**src/rtl/bali_io_pkg.sv**
```systemverilog
`default_nettype none
// +----------------------------------------------------------------------------+
// | Module      : bali_io_pkg                                                  |
// | Description : Shared serializer state encoding and byte-lane select helper.|
// | Revision    : 1.0  initial release                                         |
// +----------------------------------------------------------------------------+
package bali_io_pkg;

    typedef logic [1:0] state_t;

    localparam state_t ST_IDLE = 2'd0;
    localparam state_t ST_SEND = 2'd1;
    localparam state_t ST_WAIT = 2'd2;
    localparam state_t ST_DONE = 2'd3;

    localparam int C_MAX_BYTES = 8;

    // Words narrower than 64 bits are zero-extended by the caller.
    function automatic logic [7:0] byte_lane(input logic [63:0] word, input logic [2:0] idx);
        return word[{idx, 3'b000} +: 8];
    endfunction

endpackage
`default_nettype wire

```
**src/rtl/sync_fifo.sv**
```systemverilog
`default_nettype none
// +----------------------------------------------------------------------------+
// | Module      : sync_fifo                                                    |
// | Description : Single-clock FIFO, power-of-two depth, wrap-bit full/empty.  |
// | Revision    : 1.0  initial release                                         |
// +----------------------------------------------------------------------------+
module sync_fifo #(
    parameter int WIDTH = 8,
    parameter int DEPTH = 2
) (
    input  logic             clk,
    input  logic             rst,
    input  logic [WIDTH-1:0] push_data,
    input  logic             push,
    input  logic             pop,
    output logic [WIDTH-1:0] pop_data,
    output logic             full,
    output logic             empty
);

    localparam int         AW      = $clog2(DEPTH);
    localparam logic [AW:0] PTR_ONE = 1;

    logic [AW:0]      wr_ptr_q, wr_ptr_d;
    logic [AW:0]      rd_ptr_q, rd_ptr_d;
    logic [WIDTH-1:0] mem_q [DEPTH];
    logic             do_push;
    logic             do_pop;

    // Flags depend only on registered pointers, so the pop side never reaches full.
    assign full     = (wr_ptr_q[AW] != rd_ptr_q[AW]) && (wr_ptr_q[AW-1:0] == rd_ptr_q[AW-1:0]);
    assign empty    = (wr_ptr_q == rd_ptr_q);
    assign pop_data = mem_q[rd_ptr_q[AW-1:0]];

    always_comb begin
        do_push  = push && !full;
        do_pop   = pop && !empty;
        wr_ptr_d = wr_ptr_q;
        rd_ptr_d = rd_ptr_q;
        if (do_push) begin
            wr_ptr_d = wr_ptr_q + PTR_ONE;
        end
        if (do_pop) begin
            rd_ptr_d = rd_ptr_q + PTR_ONE;
        end
    end

    always_ff @(posedge clk or posedge rst) begin
        if (rst) begin
            wr_ptr_q <= '0;
            rd_ptr_q <= '0;
        end else begin
            wr_ptr_q <= wr_ptr_d;
            rd_ptr_q <= rd_ptr_d;
        end
    end

    always_ff @(posedge clk) begin
        if (do_push) begin
            mem_q[wr_ptr_q[AW-1:0]] <= push_data;
        end
    end

endmodule
`default_nettype wire

```
**src/rtl/word_serializer.sv**
```systemverilog
`default_nettype none
// +----------------------------------------------------------------------------+
// | Module      : word_serializer                                              |
// | Description : Buffers words and feeds them byte-by-byte to a UART TX.      |
// | Revision    : 1.0  initial release                                         |
// +----------------------------------------------------------------------------+
module word_serializer
    import bali_io_pkg::*;
#(
    parameter int NBYTES     = 4,
    parameter int MSB_FIRST  = 0,
    parameter int FIFO_DEPTH = 2
) (
    input  logic                          clk,
    input  logic                          rst,
    input  logic [8*NBYTES-1:0]           in_word,
    input  logic [$clog2(NBYTES+1)-1:0]   in_len,
    input  logic                          in_valid,
    output logic                          in_ready,
    output logic [7:0]                    tx_byte,
    output logic                          tx_send,
    input  logic                          tx_sent,
    output logic                          done,
    output logic                          busy
);

    localparam int         WW       = 8 * NBYTES;
    localparam logic [3:0] LEN_FULL = 4'(NBYTES);

    state_t          state_q, state_d;
    logic [WW-1:0]   word_q, word_d;
    logic [2:0]      idx_q, idx_d;
    logic [3:0]      rem_q, rem_d;
    logic [7:0]      tx_byte_q, tx_byte_d;

    logic [3:0]      in_len_ext;
    logic [3:0]      in_len_eff;
    logic            fifo_pop;
    logic            fifo_full;
    logic            fifo_empty;
    logic [WW+3:0]   fifo_data;
    logic [WW-1:0]   head_word;
    logic [3:0]      head_len;
    logic [63:0]     head_ext;
    logic [63:0]     word_ext;
    logic [2:0]      first_idx;
    logic [2:0]      next_idx;

    // Length is normalised before buffering so the FSM only sees 1..NBYTES.
    always_comb begin
        in_len_ext = 4'(in_len);
        in_len_eff = in_len_ext;
        if (in_len_ext == 4'd0 || in_len_ext > LEN_FULL) begin
            in_len_eff = LEN_FULL;
        end
    end

    sync_fifo #(
        .WIDTH (WW + 4),
        .DEPTH (FIFO_DEPTH)
    ) u_fifo (
        .clk       (clk),
        .rst       (rst),
        .push_data ({in_len_eff, in_word}),
        .push      (in_valid),
        .pop       (fifo_pop),
        .pop_data  (fifo_data),
        .full      (fifo_full),
        .empty     (fifo_empty)
    );

    assign head_word = fifo_data[WW-1:0];
    assign head_len  = fifo_data[WW+3:WW];

    always_comb begin
        state_d   = state_q;
        word_d    = word_q;
        idx_d     = idx_q;
        rem_d     = rem_q;
        tx_byte_d = tx_byte_q;
        fifo_pop  = 1'b0;

        head_ext           = '0;
        head_ext[WW-1:0]   = head_word;
        word_ext           = '0;
        word_ext[WW-1:0]   = word_q;
        first_idx          = (MSB_FIRST != 0) ? 3'(head_len - 4'd1) : 3'd0;
        next_idx           = (MSB_FIRST != 0) ? (idx_q - 3'd1) : (idx_q + 3'd1);

        case (state_q)
            ST_IDLE: begin
                if (!fifo_empty) begin
                    fifo_pop  = 1'b1;
                    word_d    = head_word;
                    idx_d     = first_idx;
                    rem_d     = head_len - 4'd1;
                    tx_byte_d = byte_lane(head_ext, first_idx);
                    state_d   = ST_SEND;
                end
            end
            ST_SEND: begin
                state_d = ST_WAIT;
            end
            ST_WAIT: begin
                if (tx_sent) begin
                    if (rem_q != 4'd0) begin
                        idx_d     = next_idx;
                        rem_d     = rem_q - 4'd1;
                        tx_byte_d = byte_lane(word_ext, next_idx);
                        state_d   = ST_SEND;
                    end else begin
                        state_d = ST_DONE;
                    end
                end
            end
            ST_DONE: begin
                state_d = ST_IDLE;
            end
            default: begin
                state_d = ST_IDLE;
            end
        endcase
    end

    always_ff @(posedge clk or posedge rst) begin
        if (rst) begin
            state_q   <= ST_IDLE;
            word_q    <= '0;
            idx_q     <= '0;
            rem_q     <= '0;
            tx_byte_q <= 8'h00;
        end else begin
            state_q   <= state_d;
            word_q    <= word_d;
            idx_q     <= idx_d;
            rem_q     <= rem_d;
            tx_byte_q <= tx_byte_d;
        end
    end

    assign in_ready = !fifo_full;
    assign tx_byte  = tx_byte_q;
    assign tx_send  = (state_q == ST_SEND);
    assign done     = (state_q == ST_DONE);
    assign busy     = (state_q != ST_IDLE) || !fifo_empty;

endmodule
`default_nettype wire

```
**config.mk**
```make
export PLATFORM = sky130hd
export DESIGN_NAME = word_serializer
export DESIGN_NICKNAME = d
export VERILOG_FILES = /design/src/rtl/bali_io_pkg.sv /design/src/rtl/sync_fifo.sv /design/src/rtl/word_serializer.sv
export SDC_FILE = /design/constraint.sdc
export NUM_CORES = 1
export LEC_CHECK = 0
export CAP_MARGIN = 20
export CORE_ASPECT_RATIO = 1.75
export CORE_MARGIN = 8
export CORE_UTILIZATION = 45
export CTS_CLUSTER_SIZE = 28
export DETAILED_ROUTE_END_ITERATION = 8
export GPL_ROUTABILITY_DRIVEN = 0
export GPL_TIMING_DRIVEN = 1
export HOLD_SLACK_MARGIN = 0.05
export PLACE_DENSITY = 0.66
export SKIP_CTS_REPAIR_TIMING = 1
export SLEW_MARGIN = 15
export SYNTH_ARGS = -nofsm -noshare
export SYNTH_HDL_FRONTEND = slang
export SYNTH_SLANG_ARGS = --single-unit
```
**constraint.sdc**
```tcl
create_clock -name clk -period 4 [get_ports clk]
set_clock_uncertainty 0.2 [all_clocks]
set_input_delay 1 -clock clk [delete_from_list [all_inputs] [get_ports clk]]
set_output_delay 1 -clock clk [all_outputs]
set_load 0.01 [all_outputs]
```
==> results.txt, run 1 <==
----------------------------------------------------
[Outcome]
  Outcome ... finished clean

[Timing]
  Ratio of final minimum period to clock period ... 79.6%
  Worst hold margin ... ~270 ps
  Sum Neg Setup Slack ... 0 ps
  Fin crit period ... about 3200 ps
  Slew headroom ... about 52%
  Worst slew pin tran ... around 730 ps
  Fin. Hold Viols ... 0
  Unrepaired setup endpoints after global routing ... false
  Final count of negative-setup-slack endpoints ... 0
  Number of max-slew violations in the final report ... 0
  Fmax ... 314 MHz

[Clocking]
  Cell at the root of the clock tree ... sky130_fd_sc_hd__clkbuf_16
  Worst-path clk slew ... 50 ps
  Sinks on Clock Net ... about 120
  Clk Latency, worst-skew pair ... 410 ps
  CTS tree ... yes
  H-tree levels ... 4
  Longest Clk Path Bufs ... 2
  Total clock buffers created by CTS ... 17

[Placed design]
  Post-detailed-placement half-perimeter wirelength ... 6.31 mm
  Port Buffers ... 50
  Instance area after placement ... 5660 µm²

[Pwr]
  Switching Fraction ... between 30 and 40%
  Total power per unit cell area ... 884 nW/µm²
  Portion of total power attributed to sequential cells ... 38.7%
  Combinational power share ... 35.4%
  Leakage ... 2.46 nW
  Switching power total ... 1.81 mW
  IR Drop Worst-Case VDD ... 512 µV
  Portion of total power attributed to the clock network ... 25.9%
  Internal portion of total power ... between 3 and 4 mW

[Routing]
  Met3 Wirelength ... 333 µm
  Number of vias per cell ... about 5.2
  Count of TritonRoute iterations in the first routing pass ... 4
  Wire length reported by the detailed router ... about 9.0 mm
  Remaining number of nets flagged by the antenna check after routing ... 0
  Via count ... 2756
  Number of design-rule violations left by the first detailed-router iteration ... 150
  DR top layer ... met4
  Wire length on met1 ... approximately 3.4 mm
  Met2 WL post-DR ... 5.10 mm
  # DRC ... 0
  Average wire per cell in the routed design ... about 17 µm

[Synth]
  Post-Syn Instances ... 330
  Number of warning messages in the yosys log ... 0
  Simple logic cell fraction of the synthesized area ... 7.05%
  Post-synth top flop ... sky130_fd_sc_hd__edfxtp_1
  Area share of xor/xnor cells in the synthesized design ... 1.22%
  #FFs+latches synth ... approximately 120
  Post-Syn Nets ... 372
  Dominant combinational cell family by area after synthesis ... multiplexers
  Share of the synthesized area in compound gates (AO/OA/AOI/OAI) ... 5.98%
  Ys async rst share ... 43.1%
  Synthesized area per cell ... ~15 µm²
  Distinct cells, synth ... 40
  Mux cell area share after synthesis ... ~15%
  Area of the mapped netlist ... around 5000 µm²
  Adder-cell share of the synthesized area ... 0.748%
  Number of enable-type register cells in the synthesized netlist ... 70
  Part of the Yosys area used for sequential elements ... 68.3%

[Setup path]
  WS Path Type ... reg2out
  Worst-path maximum fanout ... 4
  Type of origin of the critical path ... flop
  Endpoint type of the worst setup path ... output port
  Data arrival time of the worst path ... between 1500 and 2000 ps
  Data required time at the worst endpoint ... 2800 ps

[Die]
  Area of the core ... ~11000 µm²
  I/O Pins ... 51
  Number of rows in the core area ... 51
  Die footprint ... ~15000 µm²
  Height of the chip ... 156 µm
  Effective utilization at floorplan ... 45.7%
  Chip Width ... 95.8 µm

[Job]
  Total of max-cap violations ... 0

[GRT]
  Overall fraction of global-route tracks in use ... between 10% and 20%
  First-pass GRT wire length ... 14.8 mm
  Vias in the first global route ... 3078
  Initial antenna violation count ... 0
  Aggregate global routing overflow ... 0
  Largest net degree at the start of global routing ... just over 60

[Finish]
  Diodes inserted ... 0
  Signed area change from the synthesized netlist to the final layout ... 23.8%
  FF+latch area ... 3430 µm²
  Finished layout cell area ... 6210 µm²
  Filler cells ... 891
  Multi-input logic area ... 1500 µm²
  Share of cells above drive strength 1 ... between 10% and 20%
  Final-stage net count ... 432

[Hold path]
  Type of the most critical hold path ... reg2reg

----------------------------------------------------
path summary, 6_finish.rpt:
path | from | to | slack, ps | cells past startpoint
min in group asynchronous | rst | state_q[0]$_DFFE_PP0P_ | 660 | 2
min | word_q[24]$_DFFE_PP0P_ | word_q[24]$_DFFE_PP0P_ | 270 | 2
min reg2reg | word_q[24]$_DFFE_PP0P_ | word_q[24]$_DFFE_PP0P_ | 270 | 2
max reg2reg | idx_q[0]$_DFFE_PP0P_ | tx_byte[6]$_DFFE_PP0P_ | 1590 | 4
max in group asynchronous | rst | word_q[16]$_DFFE_PP0P_ | 2360 | 3
max | u_fifo.wr_ptr_q[0]$_DFFE_PP0P_ | in_ready | 820 | 3
per-layer routing:
| layer | global-route usage, % | up-vias |
|---|---|---|
| met5 | 0 | - |
| met2 | 24.5 | 47 |
| met4 | 6.71 | 0 |
| li1 | - | 1341 |
| met1 | 12.9 | 1353 |
| met3 | 4.10 | 15 |
Yosys cell counts, types with 3 or more instances:
| library cell | instances | share of area [%] |
|---|---|---|
| sky130_fd_sc_hd__mux2i_1 | 27 | 5.4 |
| sky130_fd_sc_hd__buf_6 | 3 | 0.67 |
| sky130_fd_sc_hd__mux2i_4 | 3 | 1.3 |
| sky130_fd_sc_hd__inv_1 | 4 | 0.30 |
| sky130_fd_sc_hd__mux2_4 | 9 | 2.7 |
| sky130_fd_sc_hd__dfrtp_1 | 53 | 26 |
| sky130_fd_sc_hd__mux4_1 | 3 | 1.6 |
| sky130_fd_sc_hd__o221ai_1 | 3 | 0.52 |
| sky130_fd_sc_hd__mux4_2 | 5 | 2.2 |
| sky130_fd_sc_hd__ha_1 | 3 | 0.75 |
| sky130_fd_sc_hd__nor2b_1 | 6 | 0.75 |
| sky130_fd_sc_hd__buf_2 | 4 | 0.40 |
| sky130_fd_sc_hd__clkbuf_1 | 5 | 0.37 |
| sky130_fd_sc_hd__o21ai_0 | 29 | 2.9 |
| sky130_fd_sc_hd__edfxtp_1 | 70 | 42 |
| sky130_fd_sc_hd__mux2_2 | 6 | 1.3 |
| sky130_fd_sc_hd__nor2_1 | 5 | 0.37 |
| sky130_fd_sc_hd__nand2_1 | 51 | 3.8 |
| sky130_fd_sc_hd__xnor2_1 | 4 | 0.70 |
| sky130_fd_sc_hd__a22o_1 | 6 | 1.0 |
| sky130_fd_sc_hd__xor2_1 | 3 | 0.52 |
| sky130_fd_sc_hd__nand3_1 | 5 | 0.50 |
critical path: stages, from the launching register on:
cell	delay (ps)
sky130_fd_sc_hd__dfrtp_1	440
sky130_fd_sc_hd__xor2_1	370
sky130_fd_sc_hd__nand2b_1	210
sky130_fd_sc_hd__clkdlybuf4s50_1	550
cell type report:
cell class	count	share of cell area (%)
clock inverter	13	2.07
clock buffer	18	6.91
sequential	123	55.2
inverter	4	0.242
tap	132	2.66
timing repair buffer	56	8.78
multi-input combinational	188	24.1
kinds of logic after synthesis:
| group | count (synthesis) |
|---|---|
| adders and majority gates | 3 |
| muxes | 53 |
| and+or+nand+nor | 78 |
| buffers and inverters | 19 |
| xor gates and xnor gates | 7 |
| DFF | 123 |
| AOI/OAI and AO/OA | 47 |
registers in the layout, indices dropped and copies added (netlist names):
name             cells
tx_byte              8
word_q              32
u_fifo.mem_q        70
rem_q                4
u_fifo.wr_ptr_q      2
idx_q                3
state_q              2
u_fifo.rd_ptr_q      2
power groups by stage:
stage               Combinational (mW)  Sequential [mW]  Clock [mW]
finish                            1.94             2.12        1.42
floorplan                         1.49             2.08           0
global route                      2.17             2.17        1.50
CTS                               1.98             2.13        1.45
detailed placement                1.97             2.15           0
global placement                  1.92             2.13           0
stage by stage:
stage	power [mW]	worst slack (ps)	util (%)	instances
detailed placement	4.12	1230	51.5	503
global route	5.84	710	56.6	534
floorplan	3.57	819	-	330
finish	5.49	817	56.6	534
CTS	5.55	787	56.6	534
global placement	4.04	1240	51.5	503
placed cells by master (no fill, tap or decap), types with 9 or more instances in the layout:
cell	count
sky130_fd_sc_hd__mux2_4	9
sky130_fd_sc_hd__edfxtp_1	70
sky130_fd_sc_hd__clkdlybuf4s50_1	50
sky130_fd_sc_hd__o21ai_0	29
sky130_fd_sc_hd__mux2i_1	27
sky130_fd_sc_hd__clkbuf_16	17
sky130_fd_sc_hd__dfrtp_1	52
sky130_fd_sc_hd__nand2_1	51
No activity file was read; power rests on OpenSTA's default activity.
==> run 2, diff against run 1 <==
--- a/config.mk
+++ b/config.mk
@@ -14,7 +14,7 @@
 export GPL_ROUTABILITY_DRIVEN = 0
 export GPL_TIMING_DRIVEN = 1
 export HOLD_SLACK_MARGIN = 0.05
-export PLACE_DENSITY = 0.66
+export PLACE_DENSITY = 0.68
 export SKIP_CTS_REPAIR_TIMING = 1
 export SLEW_MARGIN = 15
 export SYNTH_ARGS = -nofsm -noshare
==> constraint.sdc (replaced) <==
create_clock -name clk -period 2.85 [get_ports clk]
set_clock_uncertainty 0.2 [all_clocks]
set_input_delay 0.7125 -clock clk [delete_from_list [all_inputs] [get_ports clk]]
set_output_delay 0.7125 -clock clk [all_outputs]
set_load 0.01 [all_outputs]
==> results.txt, run 2 (synthesized netlist as in run 1, its figures left out) <==
----------------------------------------------------
[Pwr]
  Total Power Consumption ... 7.90 mW (+44%)
  Combinational power share ... 36.5% (+1.1 points)
  IR Drop Worst-Case VDD ... 666 µV (+30%)
  Internal portion of total power ... 5.30 mW (+44%)
  Total power per unit cell area ... 1250 nW/µm² (+42%)
  Switching Fraction ... 32.8% (-0.055 points)
  Leakage ... 2.51 nW (+1.9%)
  Portion of total power attributed to sequential cells ... 38.0% (-0.7 points)
  Portion of total power attributed to the clock network ... 25.5% (-0.4 points)
  Switching power total ... 2.59 mW (+44%)

[Routing]
  Via count ... 2818 (+2.2%)
  Remaining number of nets flagged by the antenna check after routing ... 0 (unchanged)
  Number of vias per cell ... 5.25 (+1.7%)
  Wire length reported by the detailed router ... 9.57 mm (+6.0%)
  Count of TritonRoute iterations in the first routing pass ... 5 (+1)
  # DRC ... 0 (unchanged)
  Average wire per cell in the routed design ... 17.8 µm (+5.4%)
  Number of design-rule violations left by the first detailed-router iteration ... 125 (-17%)

[Finish]
  Share of cells above drive strength 1 ... 17.3% (+0.62 points)
  Final-stage net count ... 434 (+0.46%)
  Diodes inserted ... 0 (unchanged)
  Count of placed standard cells in the final layout, fillers left out ... 537 (+0.56%)
  Commonest non-fill, non-tap cell in the layout ... sky130_fd_sc_hd__edfxtp_1
  Signed area change from the synthesized netlist to the final layout ... 25.5%
  Commonest non-fill, non-tap cells in the layout ... sky130_fd_sc_hd__edfxtp_1, sky130_fd_sc_hd__nand2_1, sky130_fd_sc_hd__dfrtp_1
  Finished layout cell area ... 6300 µm² (+1.4%)
  Filler cells ... 878 (-1.5%)
  Largest register FFs ... 70 (unchanged)

[Timing]
  Worst slew pin tran ... 773 ps (+46.7 ps)
  Fmax ... 367 MHz
  Ratio of final minimum period to clock period ... 95.5%
  Unrepaired setup endpoints after global routing ... false
  Fin crit period ... 2720 ps
  Slew headroom ... 48.5% (-3.1 points)
  Fin. Hold Viols ... 0 (unchanged)
  Final count of negative-setup-slack endpoints ... 0 (unchanged)
  Number of max-slew violations in the final report ... 0 (unchanged)

[Placed design]
  Port Buffers ... 50 (unchanged)
  Instance area after placement ... 5710 µm² (+0.93%)
  Placed cell count ... 505 (+0.40%)
  Post-detailed-placement half-perimeter wirelength ... 6.81 mm (+8.0%)

[GRT]
  First-pass GRT wire length ... 15.4 mm (+4.0%)
  Overall fraction of global-route tracks in use ... 13.9% (+0.49 points)
  Vias in the first global route ... 3083 (+0.16%)
  Initial antenna violation count ... 0 (unchanged)
  Aggregate global routing overflow ... 0 (unchanged)
  Largest net degree at the start of global routing ... 38 (-38%)

[Job]
  Total of max-cap violations ... 0 (unchanged)

[Clocking]
  CTS tree ... yes
  Sinks on Clock Net ... 123 (unchanged)
  H-tree levels ... 4 (unchanged)
  Total clock buffers created by CTS ... 17 (unchanged)
  Clk Latency, worst-skew pair ... 410 ps (about the same)
  Longest Clk Path Bufs ... 2 (unchanged)
  Cell at the root of the clock tree ... sky130_fd_sc_hd__clkbuf_16
  Worst-path clk slew ... 50 ps (about the same)

[Hold path]
  Type of the most critical hold path ... reg2reg
  Startpoint of the most critical hold path ... word_q[28]$_DFFE_PP0P_
  Worst Hold Path EP ... word_q[28]$_DFFE_PP0P_
  Worst hold path depth ... 2 (unchanged)

[Die]
  Height of the chip ... 156 µm (unchanged)
  I/O Pins ... 51 (unchanged)
  Area of the core ... 11000 µm² (unchanged)
  Effective utilization at floorplan ... 45.7% (unchanged)
  Number of rows in the core area ... 51 (unchanged)
  Die footprint ... 14900 µm² (unchanged)
  Chip Width ... 95.8 µm (unchanged)

[Setup path]
  Reg2Reg Setup Slack ... 570 ps (-1020 ps)
  Endpoint type of the worst setup path ... output port
  Worst-path maximum fanout ... 4 (unchanged)
  R2R Path End ... rem_q[2]$_DFFE_PP0P_
  Data required time at the worst endpoint ... 1940 ps (-860 ps)
  Type of origin of the critical path ... flop
  Crit Reg-Reg Startpoint ... state_q[0]$_DFFE_PP0P_
  R2R cell count ... 5 (+1)
  WS Path Type ... reg2out
  Data arrival time of the worst path ... 1810 ps (-170 ps)

[Outcome]
  Outcome ... finished clean

----------------------------------------------------
run 2: cell count changes in the layout (fill, tap and decap cells not counted), moves of 2 or more:
| cell | before | now |
|---|---|---|
| sky130_fd_sc_hd__clkinvlp_4 | 6 | 1 |
| sky130_fd_sc_hd__buf_12 | 0 | 3 |
| sky130_fd_sc_hd__clkbuf_1 | 1 | 3 |
| sky130_fd_sc_hd__clkbuf_8 | 0 | 2 |
| sky130_fd_sc_hd__xor2_1 | 3 | 1 |
run 2: critical path, cell delays in order (launching register included):
cell and delay, ps:
sky130_fd_sc_hd__dfrtp_2 460, sky130_fd_sc_hd__xor2_4 210, sky130_fd_sc_hd__nand2b_1 180, sky130_fd_sc_hd__clkdlybuf4s50_1 560
run 2: per-layer routing:
metal  up-vias  wire length [µm]  track usage (%)
met5         -                 0                0
li1       1338                 -                -
met1      1403              3480             14.0
met2        57              5480             24.9
met3        20               323             3.95
met4         0               280             6.85
run 2: layout make-up:
class	instances	area [µm²]	share of cell area (%)
Clock inverter	10	100	1.59
Multi-Input combinational cell	188	1530	24.2
Tap cell	132	165	2.62
Inverter	4	15.0	0.238
Timing Repair Buffer	58	598	9.49
Clock buffer	22	464	7.37
Sequential cell	123	3430	54.5
run 2: worst max-delay path by stage:
stage / start / endpoint / slack, ps / depth (start not counted)
2_1_floorplan: u_fifo.wr_ptr_q[0]$_DFFE_PP0P_ / u_fifo.mem_q[0][0]$_DFFE_PP_ / 300 / 4
3_3_place_gp: u_fifo.wr_ptr_q[0]$_DFFE_PP0P_ / in_ready / 380 / 3
3_5_place_dp: u_fifo.wr_ptr_q[0]$_DFFE_PP0P_ / in_ready / 340 / 3
4_1_cts: u_fifo.wr_ptr_q[0]$_DFFE_PP0P_ / in_ready / -80 / 3
5_1_grt: u_fifo.wr_ptr_q[1]$_DFFE_PP0P_ / busy / 10 / 4
6_report: u_fifo.wr_ptr_q[0]$_DFFE_PP0P_ / in_ready / 130 / 3
run 2: metrics by stage:
step                      utilization, %  setup slack [ps]  hold slack [ps]  TNS (ps)
final                               57.4               128              278         0
after global routing                57.4              10.5              312         0
after CTS                           57.1             -83.0              281     -83.0
after detailed placement            52.0               345              266         0
after global placement              52.0               384              255         0
after floorplan                        -               302              241         0
run 2: power groups by stage:
stage / Sequential, mW / Clock (mW) / Combinational, mW
4_1_cts: 2.99 / 2.05 / 2.91
5_1_grt: 3.07 / 2.12 / 3.19
2_1_floorplan: 2.92 / 0 / 2.09
3_5_place_dp: 3.01 / 0 / 2.88
3_3_place_gp: 2.97 / 0 / 2.80
6_report: 3.00 / 2.02 / 2.88
